### src/rtl/cmp_pkg.sv
// Shared encodings for the comparator interface: function codes, controller
// states and the response decode used at capture time.
package cmp_pkg;

  typedef enum logic [1:0] {
    FUN_NOP = 2'b00,
    FUN_EQ  = 2'b01,
    FUN_GT  = 2'b10,
    FUN_LT  = 2'b11
  } cmp_fun_e;

  typedef enum logic [1:0] {
    ST_IDLE  = 2'b00,
    ST_ISSUE = 2'b01,
    ST_WAIT  = 2'b10,
    ST_RESP  = 2'b11
  } cmp_state_e;

  // The compare unit answers with the function code when the relation holds, 00 otherwise.
  function automatic logic cmp_decode_true(input logic [1:0] fun, input logic [1:0] code);
    return (fun != FUN_NOP) && (code == fun);
  endfunction

  function automatic logic cmp_decode_err(input logic [1:0] fun, input logic [1:0] code);
    return (code != FUN_NOP) && (code != fun);
  endfunction

endpackage

### src/rtl/cmp_issue_ctrl.sv
// Comparator initiator: accepts a request, issues one cmp_en pulse, captures
// the flagged result (or times out) and returns a decoded response.
module cmp_issue_ctrl
  import cmp_pkg::*;
#(
  parameter int in_width = 16,
  parameter int TIMEOUT  = 8
) (
  input  logic                clk,
  input  logic                rst,
  input  logic                req_valid,
  output logic                req_ready,
  input  logic [in_width-1:0] req_a,
  input  logic [in_width-1:0] req_b,
  input  logic [1:0]          req_fun,
  output logic [in_width-1:0] cmp_a,
  output logic [in_width-1:0] cmp_b,
  output logic [1:0]          Alu_fun_cmp,
  output logic                cmp_en,
  input  logic [1:0]          cmp_out,
  input  logic                cmp_flag,
  output logic                rsp_valid,
  input  logic                rsp_ready,
  output logic                rsp_true,
  output logic [1:0]          rsp_code,
  output logic                rsp_err
);

  localparam int CNT_W = (TIMEOUT > 1) ? $clog2(TIMEOUT) : 1;
  localparam logic [CNT_W-1:0] CNT_MAX = CNT_W'(TIMEOUT - 1);

  cmp_state_e          state_q, state_d;
  logic [CNT_W-1:0]    cnt_q, cnt_d;
  logic                req_ready_q, req_ready_d;
  logic                cmp_en_q, cmp_en_d;
  logic [in_width-1:0] cmp_a_q, cmp_a_d;
  logic [in_width-1:0] cmp_b_q, cmp_b_d;
  logic [1:0]          fun_q, fun_d;
  logic                rsp_valid_q, rsp_valid_d;
  logic                rsp_true_q, rsp_true_d;
  logic [1:0]          rsp_code_q, rsp_code_d;
  logic                rsp_err_q, rsp_err_d;

  // Next-state and next-output logic; every output is registered.
  always_comb begin
    state_d     = state_q;
    cnt_d       = cnt_q;
    req_ready_d = req_ready_q;
    cmp_en_d    = 1'b0;
    cmp_a_d     = cmp_a_q;
    cmp_b_d     = cmp_b_q;
    fun_d       = fun_q;
    rsp_valid_d = rsp_valid_q;
    rsp_true_d  = rsp_true_q;
    rsp_code_d  = rsp_code_q;
    rsp_err_d   = rsp_err_q;

    case (state_q)
      ST_IDLE: begin
        if (req_valid && req_ready_q) begin
          cmp_a_d     = req_a;
          cmp_b_d     = req_b;
          fun_d       = req_fun;
          cmp_en_d    = 1'b1;
          req_ready_d = 1'b0;
          state_d     = ST_ISSUE;
        end else begin
          req_ready_d = 1'b1;
        end
      end
      ST_ISSUE: begin
        req_ready_d = 1'b0;
        cnt_d       = {CNT_W{1'b0}};
        state_d     = ST_WAIT;
      end
      ST_WAIT: begin
        // A flag in the final WAIT cycle wins over the timeout.
        if (cmp_flag) begin
          rsp_code_d  = cmp_out;
          rsp_true_d  = cmp_decode_true(fun_q, cmp_out);
          rsp_err_d   = cmp_decode_err(fun_q, cmp_out);
          rsp_valid_d = 1'b1;
          state_d     = ST_RESP;
        end else if (cnt_q == CNT_MAX) begin
          rsp_code_d  = 2'b00;
          rsp_true_d  = 1'b0;
          rsp_err_d   = 1'b1;
          rsp_valid_d = 1'b1;
          state_d     = ST_RESP;
        end else begin
          cnt_d = cnt_q + CNT_W'(1);
        end
      end
      ST_RESP: begin
        if (rsp_ready) begin
          rsp_valid_d = 1'b0;
          req_ready_d = 1'b1;
          state_d     = ST_IDLE;
        end else begin
          rsp_valid_d = 1'b1;
        end
      end
      default: begin
        req_ready_d = 1'b0;
        rsp_valid_d = 1'b0;
        state_d     = ST_IDLE;
      end
    endcase
  end

  // State, counter and output registers with synchronous reset.
  always_ff @(posedge clk) begin
    if (rst) begin
      state_q     <= ST_IDLE;
      cnt_q       <= {CNT_W{1'b0}};
      req_ready_q <= 1'b0;
      cmp_en_q    <= 1'b0;
      cmp_a_q     <= {in_width{1'b0}};
      cmp_b_q     <= {in_width{1'b0}};
      fun_q       <= 2'b00;
      rsp_valid_q <= 1'b0;
      rsp_true_q  <= 1'b0;
      rsp_code_q  <= 2'b00;
      rsp_err_q   <= 1'b0;
    end else begin
      state_q     <= state_d;
      cnt_q       <= cnt_d;
      req_ready_q <= req_ready_d;
      cmp_en_q    <= cmp_en_d;
      cmp_a_q     <= cmp_a_d;
      cmp_b_q     <= cmp_b_d;
      fun_q       <= fun_d;
      rsp_valid_q <= rsp_valid_d;
      rsp_true_q  <= rsp_true_d;
      rsp_code_q  <= rsp_code_d;
      rsp_err_q   <= rsp_err_d;
    end
  end

  assign req_ready   = req_ready_q;
  assign cmp_en      = cmp_en_q;
  assign cmp_a       = cmp_a_q;
  assign cmp_b       = cmp_b_q;
  assign Alu_fun_cmp = fun_q;
  assign rsp_valid   = rsp_valid_q;
  assign rsp_true    = rsp_true_q;
  assign rsp_code    = rsp_code_q;
  assign rsp_err     = rsp_err_q;

endmodule
### config.mk
export PLATFORM = sky130hd
export DESIGN_NAME = cmp_issue_ctrl
export DESIGN_NICKNAME = d
export VERILOG_FILES = /design/src/rtl/cmp_pkg.sv /design/src/rtl/cmp_issue_ctrl.sv
export SDC_FILE = /design/constraint.sdc
export NUM_CORES = 1
export LEC_CHECK = 0
export BUFFER_PORTS_ARGS = -buffer_cell sky130_fd_sc_hd__clkbuf_2
export CORE_UTILIZATION = 46
export CTS_CLUSTER_SIZE = 24
export DETAILED_ROUTE_END_ITERATION = 8
export PLACE_DENSITY = 0.75
export SLEW_MARGIN = 20
export SYNTH_ARGS = -nofsm -noshare
export SYNTH_HDL_FRONTEND = slang
export SYNTH_SLANG_ARGS = --single-unit
export TNS_END_PERCENT = 20
### constraint.sdc
create_clock -name clk -period 1.7 [get_ports clk]
set_input_delay 0.17 -clock clk [delete_from_list [all_inputs] [get_ports clk]]
set_output_delay 0.17 -clock clk [all_outputs]
set_load 0.05 [all_outputs]
==> results.yml <==
detailed_routing:
  route.detailed.wl_per_inst_um: 11.24
  drt-pass1-iter-count: 4
  detail_route.drc_violations: 0
  routed_wirelength_mm: 3.913
  ant_nets: 0
  detail_route.iter0.violations: 99
  route.vias.total: 1678
  vias_per_cell: 4.822
floorplanning:
  initial_utilization: 0.4873
  core-area_um2: 3744
  die_x_um: 64.98
  die_h_um: 64.98
  ios: 82
  core.rowCount: 22
  floorplan.die_area_um2: 4222
yosys:
  synth.distinct_cells: 33
  post_synthesis_cell_count: 218
  post_synth_instance_area_um2: 1824
  synth_edf_count: 0
  yosys_warn_count: 0
  ys_dominant_reg_cell: "sky130_fd_sc_hd__dfxtp_1"
  synth.top_cell.area_share: 0.5048
  synthArstFlopShare: 0
  syn_nets: 266
  yosys-top-cells-area: "sky130_fd_sc_hd__dfxtp_1 (50%), sky130_fd_sc_hd__nand2_1 (15%), sky130_fd_sc_hd__a21oi_1 (11%), sky130_fd_sc_hd__ha_1 (4.8%), sky130_fd_sc_hd__nand2b_1 (2.1%)"
  sequential_element_share_of_the_synthesized_area: 0.5048
  synthesis_stage_register_bit_count: 46
  post_synth.cell_area_avg_um2: 8.368
  netlist.top_cell.by_area: "sky130_fd_sc_hd__dfxtp_1"
min_path:
  min-delay-path-class: "in2reg"
power_and_ir_drop:
  sequentialPowerShare: 0.382
  combinational_power_share: 0.400
  max-vdd-ir-drop_uv: 749.3
  p_int_w: 0.002119
  p_switching_w: 0.001486
  power.switching_fraction: 0.4122
  power.density_nw_per_um2: 1511
  p_leak_nw: 1.062
  share_clk_of_total_power: 0.218
critical_path:
  critPathArrivalTime_ns: 1.75
  criticalPathCategory: "reg2reg"
  startpoint_type: "flip-flop"
  worst-endpoint-required_ns: 1.91
  critical_path_peak_fanout: 5
  crit_path_end_kind: "flip-flop"
placement:
  gpl.final_weighted_congestion: 0.7308
  place_ws_ns: 0.1135
  buffer_ports.inserted: 81
  place.detailed.hpwl_mm: 2.772
run_status:
  status: "complete, no violations"
clock_network:
  tritoncts_clock_tree: "yes"
  clkSinkCount: 46
  clk-insertion-delay-late_ns: 0.29
  clock_path_buffers: 2
  h-tree-depth: 2
  path_clk_slew_ns: 0.08
  clock_root_cell: "sky130_fd_sc_hd__clkbuf_8"
  cts_setup_buffers: 0
  cts_buffers: 5
global_route:
  pin_count_of_the_biggest_net_entering_global_routing: 26
  globalRouteTotalUtil: 0.1915
  first_global_vias: 1446
  grt.overflow.total: 0
  grt_first_pass_wirelength_mm: 6.272
  grt_antenna_before_repair: 0
sta:
  final.setup.tns_ns: 0
  grt_setup_unrepaired: "false"
  finalHoldViolations: 0
  maxSlewViolCount: 0
  final.setup_skew_ns: 0.005814
  setup-violations-final: 0
  slew-limit-headroom: 0.6778
  fin_worst_hold_slack_ns: 0.08542
  final_worst_path_setup_slack_ns: 0.1608
  fmax_mhz: 649.7
  finalWorstPathRequiredPeriod_ns: 1.539
  worst_slew_pin_slew_ns: 0.4834
  fin_crit_sh: 0.9054
cells_and_area:
  finish.net_count: 347
  postLayoutCoreUtil: 0.6370
  fill_cells: 340
  antenna-diode-count: 0
  layout.area.seq_um2: 920.9
  drive_gt1_frac: 0.3300
  multi_input_comb_area_um2: 833.3
  flow.area_growth_from_synthesis_pct: 30.73
flow_run:
  cap_viol_max_count: 0
## final cells by class
type,instances,share of cell area
flip-flops and latches,46,0.3861
multi-input cells,156,0.3494
well taps,48,0.02518
clock buffers,5,0.02886
clock inverters,3,0.01679
repair buffers,87,0.1889
inverters,3,0.004722
## logic make-up after synthesis
family	Yosys count	synth area share
and+or+nand+nor	93	0.2270
AOI/OAI and AO/OA	54	0.1701
DFF	46	0.5048
buffers and inverters	16	0.03978
adders and majority gates	7	0.04801
xor gates and xnor gates	1	0.004802
muxes	1	0.005487
## power by group through the flow
| stage | combinational, W | sequential (W) | clock [W] |
|---|---|---|---|
| global placement | 0.00144 | 0.00139 | 0 |
| CTS | 0.00145 | 0.00138 | 0.000813 |
| detailed placement | 0.00144 | 0.00140 | 0 |
| finish | 0.00144 | 0.00138 | 0.000787 |
| global route | 0.00155 | 0.00140 | 0.000861 |
| floorplan | 0.000583 | 0.00192 | 0 |
## worst paths after layout
| path | startpoint | endpoint | slack (ns) | cells past startpoint |
|---|---|---|---|---|
| max | cnt_q[0]$_SDFFE_PP0P_ | rsp_valid$_SDFFE_PP0P_ | 0.16 | 4 |
| min | rsp_ready | rsp_valid$_SDFFE_PP0P_ | 0.09 | 2 |
| max reg2reg | cnt_q[0]$_SDFFE_PP0P_ | rsp_valid$_SDFFE_PP0P_ | 0.16 | 4 |
| min reg2reg | cmp_a[1]$_SDFFE_PP0P_ | cmp_a[1]$_SDFFE_PP0P_ | 0.46 | 2 |
## per-stage QoR
step / total power (W) / area [µm²] / instances
6_report: 0.003604 / 2385 / 348
5_1_grt: 0.003819 / 2385 / 348
4_1_cts: 0.003636 / 2382 / 348
3_5_place_dp: 0.002845 / 2273 / 340
3_3_place_gp: 0.002831 / 2273 / 340
2_1_floorplan: 0.002506 / 1824 / 218
## worst max-delay path, cell delays in order, from the launching register on
cell and delay [ns]:
sky130_fd_sc_hd__dfxtp_1 0.33, sky130_fd_sc_hd__ha_1 0.19, sky130_fd_sc_hd__ha_1 0.22, sky130_fd_sc_hd__or3b_4 0.44, sky130_fd_sc_hd__a311oi_1 0.26
## synthesized netlist by cell type (all sizes together) (2+ instances only)
cell type,count
dfxtp,46
o21ai,2
nand2b,6
nand3,4
buf,7
clkbuf,6
a32oi,2
a21boi,2
ha,7
nand2,72
nor2,3
inv,3
a21oi,40
## placed cells by master (no fill, tap or decap), types with 2 or more instances in the layout
cell / Yosys / routed
sky130_fd_sc_hd__clkbuf_2: 0 / 81
sky130_fd_sc_hd__nand2_1: 72 / 72
sky130_fd_sc_hd__dfxtp_1: 46 / 46
sky130_fd_sc_hd__a21oi_1: 40 / 40
sky130_fd_sc_hd__nand2b_1: 6 / 6
sky130_fd_sc_hd__ha_1: 7 / 6
sky130_fd_sc_hd__buf_4: 0 / 6
sky130_fd_sc_hd__clkbuf_8: 0 / 5
sky130_fd_sc_hd__nand3_1: 4 / 4
sky130_fd_sc_hd__inv_1: 3 / 3
sky130_fd_sc_hd__nor2_1: 3 / 3
sky130_fd_sc_hd__o21ai_0: 2 / 2
sky130_fd_sc_hd__a32oi_1: 2 / 2
sky130_fd_sc_hd__a21boi_0: 2 / 2
sky130_fd_sc_hd__clkinv_2: 0 / 2
## metal layers
metal	up-vias	part of all wire	GRT usage
met5	-	0	0
met3	5	0.084	0.07218
li1	888	-	-
met2	62	0.44	0.3112
met4	0	0.0089	0.06667
met1	723	0.47	0.2291
## registers in the layout, summed over array words and instances (netlist names)
| name | cells |
|---|---|
| cnt_q | 3 |
| rsp_code | 2 |
| rsp_err | 1 |
| cmp_en | 1 |
| rsp_true | 1 |
| req_ready | 1 |
| cmp_b | 16 |
| Alu_fun_cmp | 2 |
| cmp_a | 16 |
| rsp_valid | 1 |
| state_q | 2 |
## repair_timing
action                                  in CTS  in global routing
endpoints found under the hold margin        0                  0
gates resized for setup                      0                  1
endpoints found under the setup margin       0                  1
hold buffers                                 0                  0
Power figures use the tool's default switching activity.
